**src/rtl/ntt_loop_ctrl_if.sv**
```systemverilog
// Handshake/index bundle between the top-level sequencer and the NTT loop controller.
// The sequencer side uses the master modport and the controller uses the slave modport.
interface ntt_loop_ctrl_if #(
    parameter int LOG_N = 8,
    parameter int PW    = 3
);
    logic             start;
    logic [1:0]       mode;
    logic             stall;
    logic [PW-1:0]    p;
    logic [LOG_N-1:0] k;
    logic [LOG_N-1:0] j;
    logic             ren;
    logic             sel;
    logic             en;
    logic             wen;
    logic             busy;
    logic             done;

    modport master (
        output start, mode, stall,
        input  p, k, j, ren, sel, en, wen, busy, done
    );

    modport slave (
        input  start, mode, stall,
        output p, k, j, ren, sel, en, wen, busy, done
    );
endinterface

```
**src/rtl/ntt_loop_ctrl.sv**
```systemverilog
// NTT loop controller: walks the (p, k, j) stage/group/butterfly loop nest for forward NTT,
// inverse NTT and point-wise multiply, and emits read/enable/write strobes as pure delays of
// the iteration-valid signal.
// Optional feature: define NTT_CTRL_STALL_EN to honour the stall input; otherwise it is ignored.
module ntt_loop_ctrl #(
    parameter int LOG_N      = 8,
    parameter int STAGE_BITS = 2,
    parameter int RD_LAT     = 1,
    parameter int EN_LAT     = 1,
    parameter int WR_LAT     = 14
) (
    input logic          clk,
    input logic          rst,
    ntt_loop_ctrl_if.slave bus
);
    localparam int P_MAX = LOG_N / STAGE_BITS;
    localparam int PW    = $clog2(P_MAX + 1);
    localparam int SW    = $clog2(LOG_N + 1);
    localparam int CW    = $clog2(WR_LAT + 1);

    localparam logic [1:0] ModeNtt  = 2'd0;
    localparam logic [1:0] ModePwm  = 2'd1;
    localparam logic [1:0] ModeIntt = 2'd2;
    localparam logic [1:0] ModeRsvd = 2'd3;

    localparam logic [LOG_N-1:0] IdxMax = '1;
    localparam logic [LOG_N:0]   One    = (LOG_N+1)'(1);

    typedef enum logic [1:0] {StIdle, StRun, StDrain, StDone} state_t;

    state_t           state_q, state_d;
    logic [1:0]       mode_q, mode_d;
    logic [PW-1:0]    p_q, p_d;
    logic [LOG_N-1:0] k_q, k_d, j_q, j_d;
    logic [CW-1:0]    drain_q, drain_d;

    logic [RD_LAT-1:0] rd_dl, sel_dl;
    logic [EN_LAT-1:0] en_dl;
    logic [WR_LAT-1:0] wr_dl;

    logic          stall_eff, iv, last, j_end, k_end;
    logic [SW-1:0] s;
    logic [LOG_N:0] j_lim, k_lim;

`ifdef NTT_CTRL_STALL_EN
    assign stall_eff = bus.stall;
`else
    assign stall_eff = 1'b0;
`endif

    assign iv = (state_q == StRun) && !stall_eff;

    // Loop bounds for the current stage; computed one bit wider so 2**LOG_N does not overflow.
    always_comb begin
        s     = SW'(p_q) * SW'(STAGE_BITS);
        j_lim = (One << s) - One;
        k_lim = ((One << LOG_N) >> s) - One;
        j_end = ({1'b0, j_q} == j_lim);
        k_end = ({1'b0, k_q} == k_lim);
        case (mode_q)
            ModePwm:  last = (k_q == IdxMax);
            ModeIntt: last = (p_q == PW'(P_MAX)) && (k_q == '0) && (j_q == IdxMax);
            default:  last = (p_q == '0) && (k_q == IdxMax) && (j_q == '0);
        endcase
    end

    // Next-state and loop-counter update.
    always_comb begin
        state_d = state_q;
        mode_d  = mode_q;
        p_d     = p_q;
        k_d     = k_q;
        j_d     = j_q;
        drain_d = drain_q;
        case (state_q)
            StIdle: begin
                if (bus.start && bus.mode != ModeRsvd) begin
                    state_d = StRun;
                    mode_d  = bus.mode;
                    p_d     = (bus.mode == ModeNtt) ? PW'(P_MAX) : '0;
                    k_d     = '0;
                    j_d     = '0;
                end
            end
            StRun: begin
                if (iv) begin
                    if (last) begin
                        p_d     = '0;
                        k_d     = '0;
                        j_d     = '0;
                        drain_d = '0;
                        state_d = StDrain;
                    end else if (mode_q == ModePwm) begin
                        k_d = k_q + LOG_N'(1);
                    end else if (!j_end) begin
                        j_d = j_q + LOG_N'(1);
                    end else begin
                        j_d = '0;
                        if (!k_end) begin
                            k_d = k_q + LOG_N'(1);
                        end else begin
                            k_d = '0;
                            p_d = (mode_q == ModeNtt) ? p_q - PW'(1) : p_q + PW'(1);
                        end
                    end
                end
            end
            StDrain: begin
                // Hold until the final write strobe has left the delay line.
                if (drain_q == CW'(WR_LAT - 1)) state_d = StDone;
                else                            drain_d = drain_q + CW'(1);
            end
            StDone:  state_d = StIdle;
            default: state_d = StIdle;
        endcase
    end

    // State and counter registers.
    always_ff @(posedge clk or posedge rst) begin
        if (rst) begin
            state_q <= StIdle;
            mode_q  <= ModeNtt;
            p_q     <= '0;
            k_q     <= '0;
            j_q     <= '0;
            drain_q <= '0;
        end else begin
            state_q <= state_d;
            mode_q  <= mode_d;
            p_q     <= p_d;
            k_q     <= k_d;
            j_q     <= j_d;
            drain_q <= drain_d;
        end
    end

    // Strobe delay lines: shift iv in at bit 0, strobe taken from the top bit.
    always_ff @(posedge clk or posedge rst) begin
        if (rst) begin
            rd_dl  <= '0;
            sel_dl <= '0;
            en_dl  <= '0;
            wr_dl  <= '0;
        end else begin
            rd_dl  <= RD_LAT'({rd_dl, iv});
            sel_dl <= RD_LAT'({sel_dl, iv && (mode_q == ModeIntt)});
            en_dl  <= EN_LAT'({en_dl, iv});
            wr_dl  <= WR_LAT'({wr_dl, iv});
        end
    end

    assign bus.p    = p_q;
    assign bus.k    = k_q;
    assign bus.j    = j_q;
    assign bus.ren  = rd_dl[RD_LAT-1];
    assign bus.sel  = sel_dl[RD_LAT-1];
    assign bus.en   = en_dl[EN_LAT-1];
    assign bus.wen  = wr_dl[WR_LAT-1];
    assign bus.busy = (state_q != StIdle);
    assign bus.done = (state_q == StDone);
endmodule

```
**src/flat_wrapper.sv**
```systemverilog
// flat-port wrapper written by rule: the top's interface ports become plain ports
module ntt_loop_ctrl_flat 
#(
    parameter int LOG_N      = 8,
    parameter int STAGE_BITS = 2,
    parameter int RD_LAT     = 1,
    parameter int EN_LAT     = 1,
    parameter int WR_LAT     = 14
)
  (clk, rst, bus_start, bus_mode, bus_stall, bus_p, bus_k, bus_j, bus_ren, bus_sel, bus_en, bus_wen, bus_busy, bus_done);
  ntt_loop_ctrl_if #(.LOG_N(LOG_N), .PW((3))) bus_i ();
  input logic clk;
  input logic rst;
  input wire logic [$bits(bus_i.start)-1:0] bus_start;
  input wire logic [$bits(bus_i.mode)-1:0] bus_mode;
  input wire logic [$bits(bus_i.stall)-1:0] bus_stall;
  output wire logic [$bits(bus_i.p)-1:0] bus_p;
  output wire logic [$bits(bus_i.k)-1:0] bus_k;
  output wire logic [$bits(bus_i.j)-1:0] bus_j;
  output wire logic [$bits(bus_i.ren)-1:0] bus_ren;
  output wire logic [$bits(bus_i.sel)-1:0] bus_sel;
  output wire logic [$bits(bus_i.en)-1:0] bus_en;
  output wire logic [$bits(bus_i.wen)-1:0] bus_wen;
  output wire logic [$bits(bus_i.busy)-1:0] bus_busy;
  output wire logic [$bits(bus_i.done)-1:0] bus_done;
  assign bus_i.start = bus_start;
  assign bus_i.mode = bus_mode;
  assign bus_i.stall = bus_stall;
  assign bus_p = bus_i.p;
  assign bus_k = bus_i.k;
  assign bus_j = bus_i.j;
  assign bus_ren = bus_i.ren;
  assign bus_sel = bus_i.sel;
  assign bus_en = bus_i.en;
  assign bus_wen = bus_i.wen;
  assign bus_busy = bus_i.busy;
  assign bus_done = bus_i.done;
  ntt_loop_ctrl #(.LOG_N(LOG_N), .STAGE_BITS(STAGE_BITS), .RD_LAT(RD_LAT), .EN_LAT(EN_LAT), .WR_LAT(WR_LAT)) u_core (.clk(clk), .rst(rst), .bus(bus_i));
endmodule
```
**config.mk**
```make
export PLATFORM = sky130hd
export DESIGN_NAME = ntt_loop_ctrl_flat
export DESIGN_NICKNAME = d
export VERILOG_FILES = /design/src/rtl/ntt_loop_ctrl_if.sv /design/src/rtl/ntt_loop_ctrl.sv /design/src/flat_wrapper.sv
export SDC_FILE = /design/constraint.sdc
export NUM_CORES = 1
export LEC_CHECK = 0
export ABC_AREA = 1
export BUFFER_PORTS_ARGS = -buffer_cell sky130_fd_sc_hd__buf_2
export CAP_MARGIN = 20
export CORE_MARGIN = 1.5
export CORE_UTILIZATION = 46
export CTS_CLUSTER_DIAMETER = 50
export DETAILED_ROUTE_END_ITERATION = 10
export PLACE_DENSITY = 0.66
export SYNTH_ARGS = -nofsm -noshare
export SYNTH_HDL_FRONTEND = slang
export SYNTH_SLANG_ARGS = --single-unit
```
**constraint.sdc**
```tcl
create_clock -name clk -period 4.25 [get_ports clk]
set_input_delay 0.85 -clock clk [delete_from_list [all_inputs] [get_ports clk]]
set_output_delay 0.85 -clock clk [all_outputs]
set_load 0.005 [all_outputs]
```
### Yosys cells after proc, flatten, opt, wreduce, memory -nomap -nowiden

Index checks and enable logic that the tools add are counted.

| word-level totals | value |
|---|---|
| bits in registers | 43 |
| output and inout port bits | 25 |
| word-level logic and storage cells | 85 |

| cells by class | value |
|---|---|
| $add $sub $neg | 7 |
| equal/unequal tests | 20 |
| shifts and indexed selects | 2 |
| multiplexer cells | 26 |
| reduce and logical (&&, ||, !) cells | 21 |

Operators with widths:

| operator | number |
|---|---|
| two-way mux 8 bit | 8 |
| case mux 8 bit (2 select lines) | 2 |
| two-way mux 3 bit | 7 |
| == test 8 x 9 -> 1 bit | 2 |
| subtractor 9 x 1 -> 9 bit (second input constant) | 2 |
| adder 8 x 1 -> 8 bit (second input constant) | 2 |
| == test 8 bit (second input constant) | 2 |
| zero test 8 bit | 2 |
| AND reduction 3 bit | 4 |
| != test 3 bit (second input constant) | 3 |
| left shift 1 x 4 -> 9 bit (first input constant) | 1 |
| >> shifter 9 x 4 -> 9 bit (first input constant) | 1 |
| two-way mux 4 bit | 2 |
| case mux 2 bit (4 select lines) | 1 |
| case mux 4 bit (2 select lines) | 1 |
| == test 2 bit (second input constant) | 3 |
| logical AND 1 bit | 6 |
| zero test 2 bit | 3 |
| two-way mux 2 bit | 3 |
| != test 2 bit (second input constant) | 3 |
| case mux 3 bit (2 select lines) | 1 |
| nonzero test 2 bit | 3 |
| AND reduction 5 bit | 1 |
| adder 4 x 1 -> 4 bit (second input constant) | 1 |
| 10 further kinds | 12 |

### Longest topological paths before layout

| logic depth | value |
|---|---|
| word-level depth | 8 |
| gate-level depth with buffers | 14 |

### Worst setup path after synthesis

Ideal clock, no wire load.

| timing path | value |
|---|---|
| kind | input port to flip-flop |
| start point | input bus_mode[1] |
| end point | register u_core.k_q[1] (netlist: u_core.bus.k[1]) |
| setup time | 0.076 ns |
| arrival | 1.910 ns |
| data required time | 4.174 ns |
| setup slack | 2.264 ns |
| stages | 8 |
| buffers on the path | 0 |
| cell sequence | inv_1 > o21ai_1 > or2_1 > o21ai_1 > inv_1 > nor2_8 > nand2_1 > o21ai_1 |

| between the ends | value |
|---|---|
| cells in the longest elaborated chain, start to end | 4 |

RTL lines:

| what | line | source |
|---|---|---|
| from (decl) | flat_wrapper.sv:15 | `input wire logic [$bits(bus_i.mode)-1:0] bus_mode;` |
| != test 2 bit | ntt_loop_ctrl.sv:77 | `if (bus.start && bus.mode != ModeRsvd) begin` |
| logical AND 1 bit | ntt_loop_ctrl.sv:77 |  |
| != test 2 x 1 -> 1 bit (no source line) | -- |  |
| AND reduction 3 bit (no source line) | -- |  |
| to (signal assigned) | ntt_loop_ctrl.sv:131 | `k_q <= k_d;` |
| to (decl) | ntt_loop_ctrl.sv:34 | `logic [LOG_N-1:0] k_q, k_d, j_q, j_d;` |

No other way between the ends.
A chain may end at the register's enable or synchronous reset.

### Worst setup path in the final report

| timing path | value |
|---|---|
| start point | register u_core.mode_q[0] |
| end point | register u_core.p_q[1] (netlist: u_core.bus.p[1]) |

| between the ends | value |
|---|---|
| cells in the longest elaborated chain, start to end | 7 |
| elaborated cells on any way between the ends | 14 |
| those cells by class | eq/ne (5); mux (7); reduce/logical (2) |

RTL lines:

| what | line | source |
|---|---|---|
| from (decl) | ntt_loop_ctrl.sv:32 | `logic [1:0] mode_q, mode_d;` |
| from (signal assigned) | ntt_loop_ctrl.sv:122 | `mode_q <= ModeNtt;` |
| from (signal assigned) | ntt_loop_ctrl.sv:129 | `mode_q <= mode_d;` |
| zero test 2 bit | ntt_loop_ctrl.sv:103 | `p_d = (mode_q == ModeNtt) ? p_q - PW'(1) : p_q + PW'(1);` |
| two-way mux 3 bit | ntt_loop_ctrl.sv:103 |  |
| two-way mux 3 bit | ntt_loop_ctrl.sv:99 | `if (!k_end) begin` |
| two-way mux 3 bit | ntt_loop_ctrl.sv:95 | `end else if (!j_end) begin` |
| two-way mux 3 bit | ntt_loop_ctrl.sv:93 | `end else if (mode_q == ModePwm) begin` |
| two-way mux 3 bit | ntt_loop_ctrl.sv:87 | `if (last) begin` |
| case mux 3 bit (2 select lines) | ntt_loop_ctrl.sv:75 | `case (state_q)` |
| to (signal assigned) | ntt_loop_ctrl.sv:130 | `p_q <= p_d;` |
| to (decl) | ntt_loop_ctrl.sv:33 | `logic [PW-1:0] p_q, p_d;` |

Parallel ways exist; a longest one is shown, timed or not. The select of a mux whose other input is x is not followed.

==> results.toml <==
[status]
run_status = "finished clean"

[drt]
drt-initial-drc-count = 76
drcViolationCount = 0
post_drt_wl_per_cell_um = 11.90
drt-total-wl_um = 4999
via_count = 2029
vias_per_cell = 4.831
postRouteAntennaNets = 0
firstDrtPassIters = 4

[floorplanning]
die_area_um2 = 5874
die_h_um = 76.65
die_boundary_width_um = 76.65
initial_utilization_pct = 48.23
floorplan.core_area_um2 = 5172
floorplan.rows = 26
pin_count = 31

[timing]
final_period_minus_worst_setup_slack_ns = 2.112
final.setup.tns_ns = 0
report.final.hold_viol_count = 0
clock-skew-final_ns = 0.004119
maxSlewHeadroom_pct = 58.13
max_clock_freq_mhz = 473.5
timing.final.ws_setup_ns = 2.138
tightestPinTransition_ns = 0.6274
finalSetupViolCount = 0
timing.final.crit_share_pct = 49.70
setup_repair_after_global_routing_missed_its_margin = "false"
final_max_slew_viol_count = 0

[synthesis]
yosys-top-cells-area = "sky130_fd_sc_hd__dfrtp_1 42%, sky130_fd_sc_hd__nand2_1 13%, sky130_fd_sc_hd__ha_1 6.5%"
number_of_instances_in_the_synthesized_netlist = 316
syn_area_um2 = 2495
synth_enable_flop_cells = 0
yosys_register_bits = 42
ys_dominant_reg_cell = "sky130_fd_sc_hd__dfrtp_1"
seq_area_frac_synth_pct = 42.13
syn_nets = 336
avgSynthCellArea_um2 = 7.895
synthDominantAreaCellType = "sky130_fd_sc_hd__dfrtp_1"
synthDistinctLibCells = 33
yosys.area.top_type_share_pct = 42.13
ys_async_sr_fraction_pct = 100.0
yosysWarnings = 0

[clock_tree]
worst_skew_pair.late_latency_ns = 0.29
cts_root_buffer = "sky130_fd_sc_hd__clkbuf_8"
cts-buffers-inserted = 5
clk_transition_reported_paths_ns = 0.09
tritoncts_num_sinks = 42
clockBufferDepth = 2
post-cts-setup-buffers = 0
clock_tree.htree_level_count = 2
hold_buffers = 0
cts-resized-gates = 0
cts_tree = "done"

[power]
power.static_leakage_nw = 1.502
powerDensity_nw_per_um2 = 548.2
vdd_drop_max_uv = 300.7
fin_total_pwr_mw = 1.546

[finish]
nets = 369
antenna_cells = 0
drive_above_1_share_pct = 18.00
layout-area-overhead-vs-synth_pct = 13.04
layout.filler_cells = 494

[global_route]
grt_start_max_net_pins = 26
grt-ovfl-total = 0
number_of_antenna_violations_at_the_first_check_in_global_routing = 0
gr-usage-all-layers_pct = 19.34
grt_pass1_wl_um = 9163
first_global_vias = 1980

[flow_run]
max-cap-violations = 0

[placement]
place_congestion = 0.8586
io_buffer_count = 29
detailed_place_hpwl_um = 3733
place_ws_ns = 1.986

[setup_path]
path_class = "reg -> reg"
critical_path.startpoint_type = "register"
critical_path_fanout_max = 4
timing.critical_path.slowest_cell_delay_ns = 0.41
crit_path_frequent_cell = "sky130_fd_sc_hd__nand2_1"
cp_slowest_cell = "sky130_fd_sc_hd__a21oi_1"
critical_path.cell_chain = "inv_1 > ha_1 > inv_1 > nand3_1 > nor2_1 > nand2_1 > nand2_2 > a21oi_1 > nand2_1 > nand4_1 > nand2_1 > nand2_1"
setup.worst_path.end_class = "register"
req_time_crit_path_ns = 4.48
worst_ep_arrival_time_ns = 2.34

[worst_hold_path]
worstHoldPathType = "reg -> reg"
-- synth_stat cells, types with 2 or more instances --
| cell type | count |
|---|---|
| sky130_fd_sc_hd__a21oi_1 | 5 |
| sky130_fd_sc_hd__buf_2 | 2 |
| sky130_fd_sc_hd__dfrtp_1 | 42 |
| sky130_fd_sc_hd__ha_1 | 13 |
| sky130_fd_sc_hd__inv_1 | 36 |
| sky130_fd_sc_hd__inv_2 | 4 |
| sky130_fd_sc_hd__nand2_1 | 89 |
| sky130_fd_sc_hd__nand2_2 | 3 |
| sky130_fd_sc_hd__nand2_4 | 3 |
| sky130_fd_sc_hd__nand3_1 | 26 |
| sky130_fd_sc_hd__nand3b_1 | 2 |
| sky130_fd_sc_hd__nand4_1 | 2 |
| sky130_fd_sc_hd__nor2_1 | 29 |
| sky130_fd_sc_hd__nor2_2 | 4 |
| sky130_fd_sc_hd__nor3_1 | 9 |
| sky130_fd_sc_hd__o21ai_0 | 11 |
| sky130_fd_sc_hd__o21ai_1 | 4 |
| sky130_fd_sc_hd__o21ai_2 | 5 |
| sky130_fd_sc_hd__o31ai_1 | 3 |
| sky130_fd_sc_hd__or2_2 | 2 |
| sky130_fd_sc_hd__xnor2_1 | 4 |
| sky130_fd_sc_hd__xor2_1 | 7 |
-- layout by cell type, fill, tap and decap left out, types with 3 or more instances in the layout --
master / netlist / routed
sky130_fd_sc_hd__xnor2_1: 4 / 4
sky130_fd_sc_hd__o21ai_2: 5 / 5
sky130_fd_sc_hd__o31ai_1: 3 / 3
sky130_fd_sc_hd__dfrtp_1: 42 / 42
sky130_fd_sc_hd__nor2_1: 29 / 29
sky130_fd_sc_hd__nor2_2: 4 / 4
sky130_fd_sc_hd__clkbuf_8: 0 / 5
sky130_fd_sc_hd__o21ai_0: 11 / 11
sky130_fd_sc_hd__o21ai_1: 4 / 4
sky130_fd_sc_hd__inv_1: 36 / 36
sky130_fd_sc_hd__nor3_1: 9 / 9
sky130_fd_sc_hd__xor2_1: 7 / 7
sky130_fd_sc_hd__inv_2: 4 / 4
sky130_fd_sc_hd__ha_1: 13 / 13
sky130_fd_sc_hd__nand2_1: 89 / 89
sky130_fd_sc_hd__nand2_4: 3 / 3
sky130_fd_sc_hd__buf_2: 2 / 29
sky130_fd_sc_hd__nand2_2: 3 / 3
sky130_fd_sc_hd__nand3_1: 26 / 26
sky130_fd_sc_hd__a21oi_1: 5 / 5
-- registers in the layout, summed over array words and instances (netlist names) --
signal	flops
u_core.bus.j	8
u_core.bus.k	8
u_core.bus.p	3
u_core.bus.sel	1
u_core.drain_q	4
u_core.mode_q	2
u_core.state_q	2
u_core.wr_dl	14
-- per-layer routing --
| metal | part of all wire (%) | vias up | track usage, % |
|---|---|---|---|
| li1 | - | 1068 | - |
| met1 | 51 | 925 | 26.36 |
| met2 | 45 | 32 | 31.34 |
| met3 | 2.9 | 4 | 3.832 |
| met4 | 0.84 | 0 | 5.185 |
| met5 | 0 | - | 0 |
-- critical path: cells and delay by family, from the launching register on --
family	cells	cell delay [ns]
AOI/OAI and AO/OA	1	0.41
adders and majority gates	1	0.35
buffers and inverters	2	0.15
DFF	1	0.38
and+or+nand+nor	8	0.75
-- area by class of cell --
type	count	area [µm²]	area share [%]
multi-input cells	230	1265	44.85
flip-flops and latches	42	1051	37.27
repair buffers	30	152.6	5.413
inverters	40	150.1	5.324
well taps	70	87.58	3.106
clock buffers	5	68.82	2.440
clock inverters	3	45.04	1.597
-- cells by family after synthesis --
family,synth area share (%)
AO/OA/AOI/OAI,6.921
XOR/XNOR,3.861
adder cells (fa/ha/maj),7.322
buffers and inverters,7.171
flip-flops,42.13
AND/OR/NAND/NOR,32.60
-- path summary, 6_finish.rpt --
kind	slack [ns]	startpoint	endpoint	cells after the start
min reg2reg	0.35	u_core.wr_dl[6]	u_core.wr_dl[7]	0
max reg2reg	2.14	u_core.mode_q[0]	u_core.bus.p[1]	12
max	2.14	u_core.mode_q[0]	u_core.bus.p[1]	12
min in group asynchronous	0.63	rst	u_core.wr_dl[12]	2
min	0.35	u_core.wr_dl[6]	u_core.wr_dl[7]	0
max in group asynchronous	2.85	rst	u_core.bus.j[6]	3
-- report_power, final --
part	leakage [nW]	switching, mW	internal [mW]
clock	0.0504	0.142	0.175
sequential	0.566	0.0786	0.497
combinational	0.886	0.429	0.225
total	1.50	0.649	0.897
-- per-stage QoR --
stage / instances / instance area, µm² / util, % / hold slack, ns
2_1_floorplan: 316 / 2495 / - / 0.3312
3_3_place_gp: 412 / 2706 / 52.32 / 0.3336
3_5_place_dp: 412 / 2706 / 52.32 / 0.3370
4_1_cts: 420 / 2820 / 54.52 / 0.3565
5_1_grt: 420 / 2820 / 54.52 / 0.3645
6_report: 420 / 2820 / 54.52 / 0.3539
Note: power is estimated with default switching activity, not from simulation.
